**config.mk**
```make
export PLATFORM = sky130hd
export DESIGN_NAME = io_debounce
export DESIGN_NICKNAME = d
export VERILOG_FILES = /design/src/rtl/io_pkg.sv /design/src/rtl/io_debounce_ch.sv /design/src/rtl/io_debounce.sv
export SDC_FILE = /design/constraint.sdc
export NUM_CORES = 1
export LEC_CHECK = 0
export CORE_MARGIN = 1
export CORE_UTILIZATION = 45
export DETAILED_ROUTE_END_ITERATION = 6
export HOLD_SLACK_MARGIN = 0.02
export MAX_ROUTING_LAYER = met4
export SLEW_MARGIN = 20
export SYNTH_ARGS = -nofsm -noshare
export SYNTH_HDL_FRONTEND = slang
export SYNTH_SLANG_ARGS = --single-unit
```
**constraint.sdc**
```tcl
create_clock -name clk -period 2.2 [get_ports clk]
set_input_delay 0.22 -clock clk [delete_from_list [all_inputs] [get_ports clk]]
set_output_delay 0.22 -clock clk [all_outputs]
set_load 0.03 [all_outputs]
```
**src/rtl/io_pkg.sv**
```systemverilog
// Shared constants and helpers for the board input-conditioning path.
package io_pkg;

  localparam int unsigned IO_N_SW               = 8;
  localparam int unsigned IO_N_BTN              = 5;
  localparam int unsigned IO_DEB_CYCLES_DEFAULT = 1000000;
  localparam int unsigned IO_CNT_W_DEFAULT      = 20;
  localparam int unsigned IO_GLITCH_W           = 16;

  // Add k to a glitch count, pinning at all-ones instead of wrapping.
  function automatic logic [IO_GLITCH_W-1:0] glitch_sat_add(
    input logic [IO_GLITCH_W-1:0] a,
    input logic [IO_GLITCH_W-1:0] k
  );
    logic [IO_GLITCH_W:0] sum;
    sum = {1'b0, a} + {1'b0, k};
    return sum[IO_GLITCH_W] ? {IO_GLITCH_W{1'b1}} : sum[IO_GLITCH_W-1:0];
  endfunction

endpackage

```
**src/rtl/io_debounce_ch.sv**
```systemverilog
// One debounce channel: 2-flop synchroniser, stability counter, level and edge strobes.
// glitch_c port exists only with IO_DEBOUNCE_STATS_EN.
module debounce_ch
  import io_pkg::*;
#(
  parameter int unsigned DEB_CYCLES = IO_DEB_CYCLES_DEFAULT,
  parameter int unsigned CNT_W      = IO_CNT_W_DEFAULT
) (
  input  logic clk,
  input  logic res,
  input  logic raw,
  output logic db,
  output logic rise,
  output logic fall
`ifdef IO_DEBOUNCE_STATS_EN
  ,
  output logic glitch_c
`endif
);

  localparam logic [CNT_W-1:0] CNT_MAX = CNT_W'(DEB_CYCLES - 1);

  logic             s1;
  logic             s2;
  logic [CNT_W-1:0] cnt;

`ifdef IO_DEBOUNCE_STATS_EN
  // A partial count abandoned because the input fell back to the accepted level.
  assign glitch_c = (s2 == db) && (cnt != '0);
`endif

  always_ff @(posedge clk) begin
    if (res) begin
      s1   <= 1'b0;
      s2   <= 1'b0;
      cnt  <= '0;
      db   <= 1'b0;
      rise <= 1'b0;
      fall <= 1'b0;
    end else begin
      s1   <= raw;
      s2   <= s1;
      rise <= 1'b0;
      fall <= 1'b0;
      if (s2 == db) begin
        cnt <= '0;
      end else if (cnt != CNT_MAX) begin
        cnt <= cnt + CNT_W'(1);
      end else begin
        db   <= s2;
        cnt  <= '0;
        rise <= s2;
        fall <= ~s2;
      end
    end
  end

endmodule

```
**src/rtl/io_debounce.sv**
```systemverilog
// Debounced switch/button levels plus edge strobes for the interrupt controller.
// IO_DEBOUNCE_STATS_EN adds a saturating rejected-glitch counter with clear.
module io_debounce
  import io_pkg::*;
#(
  parameter int unsigned N_SW       = IO_N_SW,
  parameter int unsigned N_BTN      = IO_N_BTN,
  parameter int unsigned DEB_CYCLES = IO_DEB_CYCLES_DEFAULT,
  parameter int unsigned CNT_W      = IO_CNT_W_DEFAULT
) (
  input  logic             clk,
  input  logic             res,
  input  logic [N_SW-1:0]  switch,
  input  logic [N_BTN-1:0] button,
  output logic [N_SW-1:0]  switch_db,
  output logic [N_BTN-1:0] button_db,
  output logic [N_SW-1:0]  switch_chg,
  output logic [N_BTN-1:0] button_rise,
  output logic [N_BTN-1:0] button_fall
`ifdef IO_DEBOUNCE_STATS_EN
  ,
  output logic [IO_GLITCH_W-1:0] glitch_cnt,
  input  logic                   glitch_clr
`endif
);

  localparam int unsigned N_CH = N_SW + N_BTN;

  logic [N_SW-1:0] sw_rise;
  logic [N_SW-1:0] sw_fall;

`ifdef IO_DEBOUNCE_STATS_EN
  logic [N_CH-1:0] glitch_vec;
`endif

  for (genvar i = 0; i < N_SW; i++) begin : g_sw
    debounce_ch #(
      .DEB_CYCLES(DEB_CYCLES),
      .CNT_W     (CNT_W)
    ) u_ch (
      .clk (clk),
      .res (res),
      .raw (switch[i]),
      .db  (switch_db[i]),
      .rise(sw_rise[i]),
      .fall(sw_fall[i])
`ifdef IO_DEBOUNCE_STATS_EN
      ,
      .glitch_c(glitch_vec[i])
`endif
    );
    // rise and fall come from flops and are mutually exclusive
    assign switch_chg[i] = sw_rise[i] | sw_fall[i];
  end

  for (genvar j = 0; j < N_BTN; j++) begin : g_btn
    debounce_ch #(
      .DEB_CYCLES(DEB_CYCLES),
      .CNT_W     (CNT_W)
    ) u_ch (
      .clk (clk),
      .res (res),
      .raw (button[j]),
      .db  (button_db[j]),
      .rise(button_rise[j]),
      .fall(button_fall[j])
`ifdef IO_DEBOUNCE_STATS_EN
      ,
      .glitch_c(glitch_vec[N_SW+j])
`endif
    );
  end

`ifdef IO_DEBOUNCE_STATS_EN
  // Clear wins over any glitches landing in the same cycle.
  always_ff @(posedge clk) begin
    if (res || glitch_clr) begin
      glitch_cnt <= '0;
    end else begin
      glitch_cnt <= glitch_sat_add(glitch_cnt, IO_GLITCH_W'($countones(glitch_vec)));
    end
  end
`endif

endmodule

```
==> impl_metrics.csv <==
group,metric,value,unit
status,status,"finished, final reports clean",
critical_path,cp-startpoint,"g_sw[0].u_ch.cnt[8]",
global_route,overflow,0,
final_layout,antenna_cells,0,
synth,yosys.area.top_type_share,0.460,
place,dp_hpwl,18800,um
synth,synth_top_cells_by_count,"dfxtp_1, nor2_1, xnor2_1",
critical_path,crit_path_cell_trace,"or4b_1 -> or4_1 -> o21ai_1 -> buf_4 -> nor2_1",
routing,drt_iter0_markers,521,
routing,wl_per_cell,12.9,um
place,place_ws,0.126,ns
timing,final-setup-viol-count,0,
routing,drtAntennaViolNets,0,
final_layout,drive_above_1_share,0.0732,
synth,synth.avg_cell_area,8.82,um2
power_and_ir_drop,power,12.5,mW
routing,num_vias,11162,
critical_path,path_buf_inv,1,
critical_path,end_kind,"register",
routing,drc,0,
critical_path,arrival,2.44,ns
routing,via_per_inst,5.37,
clock_tree,clock-sinks,325,
timing,rsz0062_at_grt,"false",
synth,ys_seq_area_frac,0.460,
synth,synthCells,1605,
floorplan,die_y,179,um
clock_tree,clk_pin_slew,0.05,ns
timing,layout_setup_ws,0.145,ns
timing,skew,0.0198,ns
synth,netlist_area,14200,um2
clock_tree,cts_max_level,2,
critical_path,critPathLaunchType,"register",
critical_path,path_delay_family,"simple AND/OR/NAND/NOR gates",
place,place.gp.congestion,0.808,
global_route,grt_pass1_wl,47000,um
floorplan,die_w,179,um
synth,synth_area_leaders,"dfxtp_1, xnor2_1, nor2_1",
critical_path,r2r-end,"g_sw[0].u_ch.cnt[3]",
synth,synthFlopType,"dfxtp_1",
place,dp.cells,2014,
routing,postRouteWirelength,26800,um
floorplan,ioPinCount,46,
synth,synth-edff-count,0,
power_and_ir_drop,p_leak,4.91,nW
job,drv_cap,0,
critical_path,crit_path_max_incr_delay,0.60,ns
hold_path,min-delay-start,"res",
clock_tree,root_buffer,"clkbuf_16",
clock_tree,clk_latency,0.51,ns
timing,min_period_over_period,0.934,
synth,yosysWarnings,0,
synth,synth-seq-cells,325,
critical_path,crit_path_top_delay_cell,"or4_1",
timing,setup_tns,0,ns
global_route,grt_max_degree,35,
critical_path,ff2ff_path_depth,5,
floorplan,core-area,30700,um2
global_route,antenna_found_initial,0,
synth,async_flop_share,0,
synth,synth.most_common_cell,"dfxtp_1",
timing,worstMarginPinSlew,0.473,ns
critical_path,r2r_start,"g_sw[0].u_ch.cnt[8]",
timing,max_freq,487,MHz
floorplan,die-area,32200,um2
synth,yosys.area.top_type,"dfxtp_1",
final_layout,nets,1685,
timing,slew_violations,0,
critical_path,reg2reg_slack,0.14,ns
global_route,grt_util_all_layers,0.176,
clock_tree,cts_max_path_buffers,3,
routing,dr.pass1.iters,7,
hold_path,min_path_type,"in -> reg",
floorplan,core.rowCount,64,
place,port_buffers,45,
clock_tree,cts_tree,"done",
critical_path,cp_max_fo,20,
timing,finalHoldViolCount,0,
global_route,grt_pass1_vias,10416,
critical_path,required,2.59,ns
power_and_ir_drop,powerDensity,764,nW/um2
final_layout,area_delta_synth_final,15.2,%
final_layout,fin_cells,2077,
clock_tree,cts_buffers,37,
power_and_ir_drop,ir_drop,0.000466,V
hold_path,hold_depth,2,
timing,max_slew_margin,0.680,
critical_path,critPathKind,"reg -> reg",
hold_path,holdPathEnd,"g_sw[0].u_ch.s2",
synth,synth_cell_types,45,
timing,min_period,2.06,ns
floorplan,start_util,0.460,
synth,syn_nets,1633,
final_layout,nFillCells,2873,
==> placed cells by master (no fill, tap or decap), drive strengths merged, types with 3 or more instances in the layout <==
master	Yosys	final
nand4	66	66
or4	58	58
inv	50	51
bufinv	0	5
buf	37	37
nor4	46	46
and4	22	22
nor2	218	218
xnor2	107	107
nand3	97	97
nor3	22	22
or3b	6	6
nor2b	27	27
xor2	66	66
o31ai	43	43
ha	13	13
dfxtp	325	325
clkinv	0	3
o21ai	52	52
or2	14	14
a21oi	86	86
or3	47	47
nor4b	22	22
clkbuf	31	54
and3	34	34
nand2	81	81
and2	17	17
or4b	6	6
clkdlybuf4s50	0	44
==> timing repair <==
action	CTS	global route
gates resized for setup	0	1
hold buffers	0	0
setup buffers	0	0
endpoints found under the setup margin	0	1
==> how the worst max path moves through the flow <==
stage | end | slack (ns) | depth (start not counted)
after floorplan | g_sw[5].u_ch.cnt[13] | 0.20 | 7
after global placement | g_sw[2].u_ch.cnt[18] | 0.17 | 5
after detailed placement | g_sw[2].u_ch.cnt[18] | 0.13 | 5
after CTS | g_sw[2].u_ch.cnt[18] | 0.11 | 5
after global routing | g_sw[0].u_ch.cnt[8] | 0.04 | 5
final | g_sw[0].u_ch.cnt[3] | 0.14 | 5
==> cell families after synthesis <==
family | after synthesis | synth area share
simple gates | 790 | 0.303
compound gates | 186 | 0.0789
flops | 325 | 0.460
buf+inv | 118 | 0.0395
fa+ha+maj | 13 | 0.0115
xor+xnor | 173 | 0.107
==> power by group <==
| group | internal, mW | switching [mW] |
|---|---|---|
| clock | 4.05 | 2.32 |
| sequential | 5.92 | 0.0203 |
| combinational | 0.0676 | 0.0831 |
==> sequential cells by signal, summed over array words and instances, names as in the netlist, 8 cells and up <==
signal and count:
g_sw.u_ch.s2 8, g_sw.u_ch.cnt 160, g_sw.u_ch.rise 8, g_sw.u_ch.s1 8, g_sw.u_ch.db 8, g_sw.u_ch.fall 8
g_btn.u_ch.cnt 100
==> per-stage QoR <==
step	util	instance area, um2	hold slack [ns]
6_report	0.530	16300	0.129
3_5_place_dp	0.488	15000	0.425
4_1_cts	0.530	16300	0.124
3_3_place_gp	0.488	15000	0.418
2_1_floorplan	-	14200	0.348
5_1_grt	0.530	16300	0.143
==> per-layer routing <==
metal,global-route usage,wire [um],share of wire,vias to the layer above
met3,0.0276,741,0.028,42
met5,-,0,0,-
met2,0.279,12000,0.45,103
li1,-,-,-,5797
met4,0.0553,643,0.024,0
met1,0.231,13400,0.50,5220
==> layout make-up <==
type                            instances  area (um2)  share of cell area
Clock buffer                           54        1100              0.0676
Tap cell                              396         495              0.0304
Clock inverter                          9         174              0.0107
Sequential cell                       325        6510               0.399
Inverter                               50         188              0.0115
Multi-Input combinational cell       1162        7090               0.435
Timing Repair Buffer                   81         741              0.0454
(Power assumes the default switching activity.)
